`src/rtl/sprite_pkg.sv`:
```
// ============================================================================
// Module   : sprite_pkg
// Purpose  : Shared widths, types and animation state encoding for the
//            sprite address generator.
// Revision : 1.0 - initial release
// ============================================================================
`default_nettype none

package sprite_pkg;

    localparam int ADDR_W  = 14;
    localparam int COORD_W = 10;

    typedef logic [COORD_W-1:0] coord_t;
    typedef logic [ADDR_W-1:0]  rom_addr_t;

    typedef enum logic [1:0] {
        IDLE = 2'd0,
        PLAY = 2'd1,
        DONE = 2'd2
    } anim_state_t;

endpackage : sprite_pkg

`default_nettype wire

```
`src/rtl/anim_seq.sv`:
```
// ============================================================================
// Module   : anim_seq
// Purpose  : Vsync-paced animation sequencer. Holds each frame for HOLD
//            frame_start pulses, then advances, wraps (LOOP=1) or stops on
//            the last frame with a one-cycle anim_done pulse (LOOP=0).
// Revision : 1.0 - initial release
// ============================================================================
`default_nettype none

module anim_seq
    import sprite_pkg::*;
#(
    parameter int FRAMES  = 4,
    parameter int HOLD    = 6,
    parameter int LOOP    = 0,
    parameter int FRAME_W = 2
) (
    input  logic               vga_clk,
    input  logic               reset_n,
    input  logic               frame_start,
    input  logic               anim_start,
    output logic [FRAME_W-1:0] frame,
    output logic               anim_busy,
    output logic               anim_done
);

    localparam logic [3:0]         TICK_LAST  = 4'(HOLD - 1);
    localparam logic [FRAME_W-1:0] FRAME_LAST = FRAME_W'(FRAMES - 1);

    anim_state_t        state_q, state_d;
    logic [3:0]         tick_q,  tick_d;
    logic [FRAME_W-1:0] frame_q, frame_d;
    logic               done_q,  done_d;

    // Next-state: a start pulse always wins and restarts from frame 0;
    // otherwise frame_start paces the hold counter while playing.
    always_comb begin
        state_d = state_q;
        tick_d  = tick_q;
        frame_d = frame_q;
        done_d  = 1'b0;

        if (anim_start) begin
            state_d = PLAY;
            tick_d  = 4'd0;
            frame_d = '0;
        end else begin
            case (state_q)
                IDLE: begin
                    frame_d = '0;
                end
                PLAY: begin
                    if (frame_start) begin
                        if (tick_q == TICK_LAST) begin
                            tick_d = 4'd0;
                            if (frame_q != FRAME_LAST) begin
                                frame_d = frame_q + 1'b1;
                            end else if (LOOP == 1) begin
                                frame_d = '0;
                            end else begin
                                state_d = DONE;
                                done_d  = 1'b1;
                            end
                        end else begin
                            tick_d = tick_q + 4'd1;
                        end
                    end
                end
                DONE: begin
                    frame_d = FRAME_LAST;
                end
                default: begin
                    state_d = IDLE;
                    tick_d  = 4'd0;
                    frame_d = '0;
                end
            endcase
        end
    end

    // State register; reset abandons any animation without a done pulse.
    always_ff @(posedge vga_clk) begin
        if (!reset_n) begin
            state_q <= IDLE;
            tick_q  <= 4'd0;
            frame_q <= '0;
            done_q  <= 1'b0;
        end else begin
            state_q <= state_d;
            tick_q  <= tick_d;
            frame_q <= frame_d;
            done_q  <= done_d;
        end
    end

    assign frame     = frame_q;
    assign anim_busy = (state_q == PLAY);
    assign anim_done = done_q;

endmodule : anim_seq

`default_nettype wire

```
`src/rtl/sprite_addr_gen.sv`:
```
// ============================================================================
// Module   : sprite_addr_gen
// Purpose  : Maps the VGA draw coordinate onto one sprite's bounding box and
//            registers the 14-bit frame-ROM address with an in-box qualifier.
//            The animation frame selects which stacked image is addressed.
// Config   : SPRITE_MIRROR_EN - when defined, facing=1 mirrors the column.
// Revision : 1.0 - initial release
// ============================================================================
`default_nettype none

module sprite_addr_gen
    import sprite_pkg::*;
#(
    parameter int SPR_W  = 64,
    parameter int SPR_H  = 64,
    parameter int FRAMES = 4,
    parameter int HOLD   = 6,
    parameter int LOOP   = 0
) (
    input  logic              vga_clk,
    input  logic              reset_n,
    input  logic [COORD_W-1:0] draw_x,
    input  logic [COORD_W-1:0] draw_y,
    input  logic [COORD_W-1:0] pos_x,
    input  logic [COORD_W-1:0] pos_y,
    input  logic              facing,
    input  logic              frame_start,
    input  logic              anim_start,
    output logic [ADDR_W-1:0] rom_address,
    output logic              sprite_on,
    output logic              anim_busy,
    output logic              anim_done
);

    localparam int FRAME_W = (FRAMES > 1) ? $clog2(FRAMES) : 1;

    logic [FRAME_W-1:0] w_frame;

    anim_seq #(
        .FRAMES  (FRAMES),
        .HOLD    (HOLD),
        .LOOP    (LOOP),
        .FRAME_W (FRAME_W)
    ) u_anim_seq (
        .vga_clk     (vga_clk),
        .reset_n     (reset_n),
        .frame_start (frame_start),
        .anim_start  (anim_start),
        .frame       (w_frame),
        .anim_busy   (anim_busy),
        .anim_done   (anim_done)
    );

    // 11-bit two's-complement offsets; a set sign bit means left of / above
    // the sprite, which also covers sprites parked off-screen to the right.
    logic [COORD_W:0]   w_rel_x;
    logic [COORD_W:0]   w_rel_y;
    logic               w_in_box;
    coord_t             w_col;

    assign w_rel_x  = {1'b0, draw_x} - {1'b0, pos_x};
    assign w_rel_y  = {1'b0, draw_y} - {1'b0, pos_y};
    assign w_in_box = !w_rel_x[COORD_W] && (w_rel_x[COORD_W-1:0] < COORD_W'(SPR_W)) &&
                      !w_rel_y[COORD_W] && (w_rel_y[COORD_W-1:0] < COORD_W'(SPR_H));

`ifdef SPRITE_MIRROR_EN
    assign w_col = facing ? (COORD_W'(SPR_W - 1) - w_rel_x[COORD_W-1:0])
                          : w_rel_x[COORD_W-1:0];
`else
    logic w_unused_facing;
    assign w_unused_facing = facing;
    assign w_col           = w_rel_x[COORD_W-1:0];
`endif

    rom_addr_t rom_address_d, rom_address_q;
    logic      sprite_on_d,   sprite_on_q;

    // Address = frame base + row base + column; the multiplies are by
    // power-of-two constants for the default geometry.
    always_comb begin
        rom_address_d = '0;
        sprite_on_d   = 1'b0;
        if (w_in_box) begin
            sprite_on_d   = 1'b1;
            rom_address_d = ADDR_W'(w_frame) * ADDR_W'(SPR_W * SPR_H)
                          + ADDR_W'(w_rel_y[COORD_W-1:0]) * ADDR_W'(SPR_W)
                          + ADDR_W'(w_col);
        end
    end

    // Output registers: address and qualifier stay cycle-aligned.
    always_ff @(posedge vga_clk) begin
        if (!reset_n) begin
            rom_address_q <= '0;
            sprite_on_q   <= 1'b0;
        end else begin
            rom_address_q <= rom_address_d;
            sprite_on_q   <= sprite_on_d;
        end
    end

    assign rom_address = rom_address_q;
    assign sprite_on   = sprite_on_q;

endmodule : sprite_addr_gen

`default_nettype wire

```
`config.mk`:
```
export PLATFORM = sky130hd
export DESIGN_NAME = sprite_addr_gen
export DESIGN_NICKNAME = d
export VERILOG_FILES = /design/src/rtl/sprite_pkg.sv /design/src/rtl/anim_seq.sv /design/src/rtl/sprite_addr_gen.sv
export SDC_FILE = /design/constraint.sdc
export NUM_CORES = 1
export LEC_CHECK = 0
export ABC_AREA = 0
export CAP_MARGIN = 30
export CORE_ASPECT_RATIO = 1.25
export CORE_MARGIN = 2
export CORE_UTILIZATION = 25
export CTS_CLUSTER_SIZE = 8
export DETAILED_ROUTE_END_ITERATION = 7
export PLACE_DENSITY = 0.47
export SYNTH_ARGS = -nofsm -noshare
export SYNTH_HDL_FRONTEND = slang
export SYNTH_SLANG_ARGS = --single-unit
```
`constraint.sdc`:
```
create_clock -name vga_clk -period 3.8 [get_ports vga_clk]
set_input_delay 0.38 -clock vga_clk [delete_from_list [all_inputs] [get_ports vga_clk]]
set_output_delay 0.38 -clock vga_clk [all_outputs]
set_load 0.02 [all_outputs]
```
* Word-level counts from Yosys, hierarchy flattened
Index checks and enable logic that the tools add are counted.
** Cells by class
- Reductions and logical operators :: 14
- Bitwise gates (word level) :: 5
- Add/sub/neg operators :: 6
- Order comparisons :: 2
- Equal/unequal tests :: 12
- Muxes and demuxes :: 14
** Operators by type and width (count)
- $sub A10 B10 Y11 :: 2
- $lt A10 B7 Y1 const B :: 2
- $add A14 B10 Y14 :: 1
- $add A14 B14 Y14 :: 1
- $mux W2 :: 6
- $mux W4 :: 2
- $pmux W2 S2 :: 2
- $pmux W4 S2 :: 1
- $reduce_and A4 Y1 :: 2
- $ne A2 B1 Y1 const B :: 3
- $ne A2 B2 Y1 const B :: 3
- $ne A3 B3 Y1 const B :: 2
- $not A1 Y1 :: 5
- $reduce_or A5 Y1 :: 1
- $add A4 B1 Y4 const B :: 1
- $eq A4 B3 Y1 const B :: 1
- $reduce_and A2 Y1 :: 2
- $reduce_or A2 Y1 :: 2
- $logic_and A1 B1 Y1 :: 3
- $mux W1 :: 3
- $ne A3 B2 Y1 const B :: 1
- $reduce_and A3 Y1 :: 1
- $add A2 B1 Y2 const B :: 1
- $eq A2 B1 Y1 const B :: 1
- other kinds (3) :: 4
** Word-level totals
- Register bits after elaboration :: 24
- Bits of input ports :: 45
- Output and inout bits :: 17
- Word-level logic and storage cells :: 60

* Depth between registers and ports, before layout
Gate-level depths: netlist of the first run.
- Depth after elaboration :: 6
- Gate-level depth with buffers :: 17
- Depth with buffers taken out :: 17

* By module
Synthesis of the first run repeated with hierarchy kept, for this count alone.
** Unflattened totals
- Cells, all modules :: 287
- Area total of the unflattened synthesis :: 2349.8 um^2
** By module, submodules not included
- sprite_addr_gen :: cells an instance 221, seq. area each 300.3 um^2, times used 1, area an instance 1783.0 um^2
- anim_seq :: cells an instance 66, seq. area each 180.2 um^2, times used 1, area an instance 566.8 um^2

* Worst setup path after synthesis of the first run
OpenSTA, ideal clock, no wires.
- Path kind :: input port to flip-flop
- Start point :: in pos_x[2]
- End point :: reg rom_address_q[13], in the netlist rom_address[13]
- Buffers on the path :: 0
- Library setup time :: 0.080 ns
- Arrival :: 3.564 ns
- Data required time :: 3.720 ns
- Stages :: 14
- Path slack :: 0.156 ns
- Path through :: inv_1 -> ha_1 -> o21ai_0 -> a21oi_1 -> o21a_1 -> o41ai_1 -> xor2_1 -> inv_1 -> ha_1 -> a21o_1 -> a21oi_1 -> nor4_1 -> or4_1 -> a211oi_2
** Between the ends
- Word-level cells in the longest chain between the ends :: 6
- Elaborated cells between the ends (all ways) :: 8
- Those cells by class :: 2 x add/sub; 1 x order compare; 5 x reduce/logical
** Ends and longest elaborated chain
- start, declared :: RTL line sprite_addr_gen.sv:24 : input logic [COORD_W-1:0] pos_x,
- $sub A10 B10 Y11 (*) :: RTL line sprite_addr_gen.sv:61 : assign w_rel_x = {1'b0, draw_x} - {1'b0, pos_x};
- $lt A10 B7 Y1 / $logic_not A1 Y1 (equally long branches) :: RTL line sprite_addr_gen.sv:63 : assign w_in_box = !w_rel_x[COORD_W] && (w_rel_x[COORD_W-1:0] < COORD_W'(SPR_W)) &&
- $logic_and A1 B1 Y1 (2 in a row) :: RTL line sprite_addr_gen.sv:63
- $logic_and A1 B1 Y1 :: RTL line sprite_addr_gen.sv:64 : !w_rel_y[COORD_W] && (w_rel_y[COORD_W-1:0] < COORD_W'(SPR_H));
- $reduce_and A2 Y1 (no line)
- end signal, assigned :: RTL line sprite_addr_gen.sv:97 : rom_address_q <= rom_address_d;
- end, declared :: RTL line sprite_addr_gen.sv:75 : rom_addr_t rom_address_d, rom_address_q;
Mark *: on every way between the ends. The rest lies on a longest branch, timed or not.
A chain may end at the register's enable or synchronous reset.

* Final worst setup path of the first run
Ends and elaborated chain as after synthesis.

==> results.yml, run 1 <==
worst_hold_path:
  min_path_cells: 2
  worst_hold_startpoint: "u_anim_seq.state_q[1]$_SDFFE_PP0P_"
  min_to: "u_anim_seq.state_q[1]$_SDFFE_PP0P_"
  hp-class: "reg -> reg"
worst_setup_path:
  rr_worst_depth: 7
  reg2reg_to: "u_anim_seq.tick_q[1]$_SDFFE_PP0P_"
  cp_top_family: "compound AO/OA/AOI/OAI gates"
  reg2reg_from: "u_anim_seq.state_q[1]$_SDFFE_PP0P_"
  r2r_slack_ns: 1.89
  crit_path_end_kind: "register"
  startpoint: "pos_x[2]"
  arrival_ns: 3.73
  critPathSlowestCell: "or4_1"
  critPathLaunchType: "input port"
  crit_required_ns: 3.99
  path_class: "in -> reg"
  worstPathCellList: "clkdlybuf4s50_1 -> inv_1 -> ha_1 -> o21ai_1 -> a21oi_1 -> o21a_1 -> o41ai_2 -> xor2_1 -> inv_1 -> ha_1 -> a21o_1 -> a21oi_1 -> buf_4 -> nor4_1 -> or4_1 -> a211oi_2"
  max_stage_delay_ns: 0.55
  cp_max_fo: 6
  crit_buf_inv: 4
clock_tree:
  clockRootBuffer: "clkbuf_8"
  worstSkewPairLatency_ns: 0.27
  numCtsBuffers: 3
  hold_buffers: 0
  clk_path_buf_depth: 2
  clk_transition_reported_paths_ns: 0.09
  htreeDepth: 1
  cts_sinks: 24
  cts_tree: "yes"
yosys:
  synth_top_cell_by_area: "dfxtp_1"
  synth_edf_count: 0
  avgSynthCellArea_sq_um: 8.230
  synth.area.top_cells: "dfxtp_1, ha_1, inv_1, xnor2_1, nor2_1"
  synthCells: 263
  ys_ff_latch: 24
  ys_seq_area_share_pct: 22.20
  ys.flop_type: "dfxtp_1"
  synth-async-reset-ratio_pct: 0
  ys_types: 48
  synth_fp_nets: 342
  synth_top_area_share_pct: 22.20
  yosys_warnings: 0
  synth.cell_area_sq_um: 2165
timing:
  slew_headroom_pct: 59.88
  min_period_ns: 3.532
  tns_ns: 0
  setup_viol: 0
  post-route-period-util_pct: 92.95
  hold_violations: 0
  worst_clock_skew_ns: 0.004585
  report.final.slew_viol_count: 0
  rsz0062_at_grt: "false"
  fmax_mhz: 283.1
  tightest_slew_ns: 0.5977
power_and_ir_drop:
  ir_drop_mv: 0.1482
  power.density_nw_per_um2: 297.8
  power_leakage_nw: 1.323
placement:
  dp_hpwl_mm: 4.345
  gp_congestion: 0.7718
  port_buffers: 60
  dpl_cell_area_sq_um: 3000
route:
  drtPass1Iterations: 4
  drt_iter0_markers: 48
  routedWlPerCell_um: 11.95
  wirelength_mm: 5.247
  drc: 0
  ant_nets: 0
  routed_via_density: 4.672
  wl_met3_um: 256
  vias: 2051
  wl_met1_mm: 2.302
  top_layer: "met4"
  met2_length_mm: 2.666
final_layout:
  insertedDiodeCount: 0
  nNetsFinal: 422
  drive_gt1_share_pct: 9.649
  final_common_cell: "clkdlybuf4s50_1"
  fillers: 898
  stdcell_area_sq_um: 3087
  final_cell_mix: "clkdlybuf4s50_1, inv_1, ha_1"
  area_growth_pct: 42.60
grt:
  grt_pass1_vias: 2022
  grt_pass1_wl_mm: 8.811
  overflow: 0
  antenna_found_initial: 0
  grt_use_total_pct: 11.27
  grt_max_degree: 18
outcome:
  outcome: "complete, no violations"
floorplanning:
  io-pin-count: 62
  initial_core_util_pct: 25.98
  die_x_um: 87.23
  chipHeight_um: 108.0
  core_sq_um: 8333
  die_area_sq_um: 9423
  rows: 37
job:
  maxCapViolCount: 0
## cell usage after synthesis (all sizes together) (3+ instances only)
cell type	count
nor3	17
buf	3
nor2b	8
xor2	8
nor4	3
o21a	4
o21ai	8
nor3b	3
o211ai	3
a21o	5
nand3	5
fa	3
ha	31
xnor2	12
nand2	7
nor2	24
a211oi	6
inv	35
a211o	3
nand4	7
nand2b	4
a21oi	13
dfxtp	24
## area by class of cell
type | count | area [sq um] | share of cell area (%)
Clock buffer | 3 | 41.29 | 1.338
Sequential cell | 24 | 480.5 | 15.57
Inverter | 35 | 131.4 | 4.256
Tap cell | 97 | 121.4 | 3.932
Clock inverter | 1 | 30.03 | 0.9728
Multi-Input combinational cell | 199 | 1531 | 49.61
Timing Repair Buffer | 80 | 750.7 | 24.32
## metal layers
metal  up-vias  global-route usage [%]
met1       920                   13.42
li1       1082                       -
met3         2                   2.290
met2        47                   21.16
met4         0                   1.319
met5         -                       0
## logic make-up after synthesis
group	count (synthesis)	synth area share, %
fa+ha+maj	34	20.69
mux	4	1.965
xor+xnor	20	8.093
compound gates	55	18.21
flops	24	22.20
buf+inv	40	7.399
simple gates	86	21.45
## stage by stage
step           setup WS (ns)  cells  hold WS [ns]  utilization [%]  total power, mW
2_1_floorplan         0.1556    263        0.4961                -           0.5328
3_3_place_gp         -0.1265    434        0.5193            36.01           0.6941
3_5_place_dp         -0.1474    434        0.5286            36.01           0.6953
4_1_cts               0.1117    438        0.5416            36.86           0.9305
5_1_grt              0.06197    439        0.5666            37.04           0.9864
6_report              0.2678    439        0.5386            37.04           0.9191
## worst max-delay path by stage
stage / to / slack (ns) / depth (start not counted)
4_1_cts: rom_address[13]$_SDFF_PN0_ / 0.11 / 16
2_1_floorplan: rom_address[13]$_SDFF_PN0_ / 0.16 / 14
5_1_grt: rom_address[13]$_SDFF_PN0_ / 0.06 / 16
3_5_place_dp: rom_address[13]$_SDFF_PN0_ / -0.15 / 16
3_3_place_gp: rom_address[13]$_SDFF_PN0_ / -0.13 / 16
6_report: rom_address[13]$_SDFF_PN0_ / 0.27 / 16
## flip-flops by register name (all words and copies together) (netlist names)
signal / cells
rom_address: 14
sprite_on: 1
u_anim_seq.anim_done: 1
u_anim_seq.frame: 2
u_anim_seq.state_q: 2
u_anim_seq.tick_q: 4
## power breakdown
group	switching (mW)	leakage, nW	internal [mW]
clock	0.0874	0.0357	0.141
combinational	0.214	1.09	0.222
sequential	0.00156	0.194	0.253
## repair_timing
item / CTS / global route
endpoints found under the setup margin: 0 / 1
setup buffers: 0 / 1
resized for setup: 0 / 2
## worst register-to-register path, cell delays in order (launching register included)
cell	delay, ns
dfxtp_1	0.33
inv_1	0.08
ha_1	0.30
inv_1	0.10
o21a_1	0.27
and2_1	0.19
or2_2	0.33
a211oi_1	0.23
Note: power is estimated with default switching activity, not from simulation.
==> run 2, diff against run 1 <==
- GPL_ROUTABILITY_DRIVEN: not set -> 0
- RECOVER_POWER: not set -> 25
==> results.yml, run 2 (same netlist as run 1, synthesis figures left out) <==
power_and_ir_drop:
  ir_drop_mv: 0.1482
  power.density_nw_per_um2: 297.7
  power_leakage_nw: 1.348
  p_total_uw: 919.0
timing:
  tightest_slew_ns: 0.5977
  slew_headroom_pct: 59.88
  worst_clock_skew_ns: 0.004597
  final.setup.worst_slack_ns: 0.2682
  setup_viol: 0
  hold_violations: 0
  fmax_mhz: 283.1
  min_period_ns: 3.532
  rsz0062_at_grt: "false"
  post-route-period-util_pct: 92.94
  report.final.slew_viol_count: 0
placement:
  dpl_worst_slack_ns: -0.1474
  dp_hpwl_mm: 4.345
  port_buffers: 60
floorplanning:
  rows: 37
  initial_core_util_pct: 25.98
  chipHeight_um: 108.0
  die_area_sq_um: 9423
  io-pin-count: 62
  die_x_um: 87.23
  core_sq_um: 8333
grt:
  grt_pass1_vias: 2022
  grt_pass1_wl_mm: 8.811
  overflow: 0
  grt_use_total_pct: 11.27
  grt_max_degree: 18
  antenna_found_initial: 0
clock_tree:
  numCtsBuffers: 3
  worstSkewPairLatency_ns: 0.27
  cts_tree: "yes"
  clk_path_buf_depth: 2
  clockRootBuffer: "clkbuf_8"
  cts_sinks: 24
  htreeDepth: 1
  hold_buffers: 0
  clk_transition_reported_paths_ns: 0.09
route:
  wirelength_mm: 5.244
  drt_iter0_markers: 48
  routed_via_density: 4.672
  ant_nets: 0
  routedWlPerCell_um: 11.95
  drc: 0
  drtPass1Iterations: 4
  vias: 2051
worst_setup_path:
  path_class: "in -> reg"
  crit_required_ns: 3.99
  arrival_ns: 3.73
  r2r_slack_ns: 1.89
  startpoint: "pos_x[2]"
  crit_path_end_kind: "register"
  cp_max_fo: 6
  critPathLaunchType: "input port"
  reg2reg_from: "u_anim_seq.state_q[1]$_SDFFE_PP0P_"
final_layout:
  area_growth_pct: 42.60
  drive_gt1_share_pct: 9.649
  largest_reg_flops: 14
  fillers: 898
  final_cell_mix: "clkdlybuf4s50_1, inv_1, ha_1"
  insertedDiodeCount: 0
  final_common_cell: "clkdlybuf4s50_1"
  nNetsFinal: 422
worst_hold_path:
  worst_hold_startpoint: "u_anim_seq.state_q[1]$_SDFFE_PP0P_"
  hp-class: "reg -> reg"
job:
  maxCapViolCount: 0
outcome:
  outcome: "complete, no violations"
[run 2: report_power, final]
group | internal, mW | switching (mW) | total [mW]
clock | 0.141 | 0.0874 | 0.228
sequential | 0.253 | 0.00156 | 0.255
combinational | 0.222 | 0.214 | 0.436
[run 2: repair_timing]
item                                    4_1_cts  5_1_grt
endpoints found under the setup margin        0        1
buffers inserted                              0        1
gates resized for setup                       0        2
[run 2: final cells by class]
cell class | count | area, sq um | share of cell area, %
Multi-Input combinational cell | 199 | 1531 | 49.61
Timing Repair Buffer | 80 | 750.7 | 24.32
Sequential cell | 24 | 480.5 | 15.57
Inverter | 35 | 131.4 | 4.256
Tap cell | 97 | 121.4 | 3.932
Clock buffer | 3 | 41.29 | 1.338
Clock inverter | 1 | 30.03 | 0.9728
[run 2: worst paths after layout]
kind | cells after the start | endpoint
max | 16 | rom_address[13]$_SDFF_PN0_
min | 2 | u_anim_seq.state_q[1]$_SDFFE_PP0P_
max reg2reg | 7 | u_anim_seq.tick_q[1]$_SDFFE_PP0P_
min reg2reg | 2 | u_anim_seq.state_q[1]$_SDFFE_PP0P_
[run 2: critical path, cell delays in order]
cell and delay, ns:
clkdlybuf4s50_1 0.45, inv_1 0.04, ha_1 0.28, o21ai_1 0.16, a21oi_1 0.08, o21a_1 0.20
o41ai_2 0.23, xor2_1 0.23, inv_1 0.07, ha_1 0.29, a21o_1 0.18, a21oi_1 0.14
buf_4 0.17, nor4_1 0.06, or4_1 0.55, a211oi_2 0.22
[run 2: metrics by stage]
stage	cells	area, sq um	hold slack (ns)	setup TNS (ns)	utilization [%]
CTS	438	3072	0.5416	0	36.86
detailed placement	434	3000	0.5286	-0.1987	36.01
global placement	434	3000	0.5193	-0.1589	36.01
finish	439	3087	0.5386	0	37.04
floorplan	263	2165	0.4961	0	-
global route	439	3087	0.5666	0	37.04
[run 2: routing by layer]
metal | global-route usage [%] | up-vias | part of all wire [%]
met4 | 1.319 | 0 | 0.40
li1 | - | 1082 | -
met3 | 2.290 | 2 | 4.9
met1 | 13.42 | 920 | 44
met5 | 0 | - | 0
met2 | 21.16 | 47 | 51
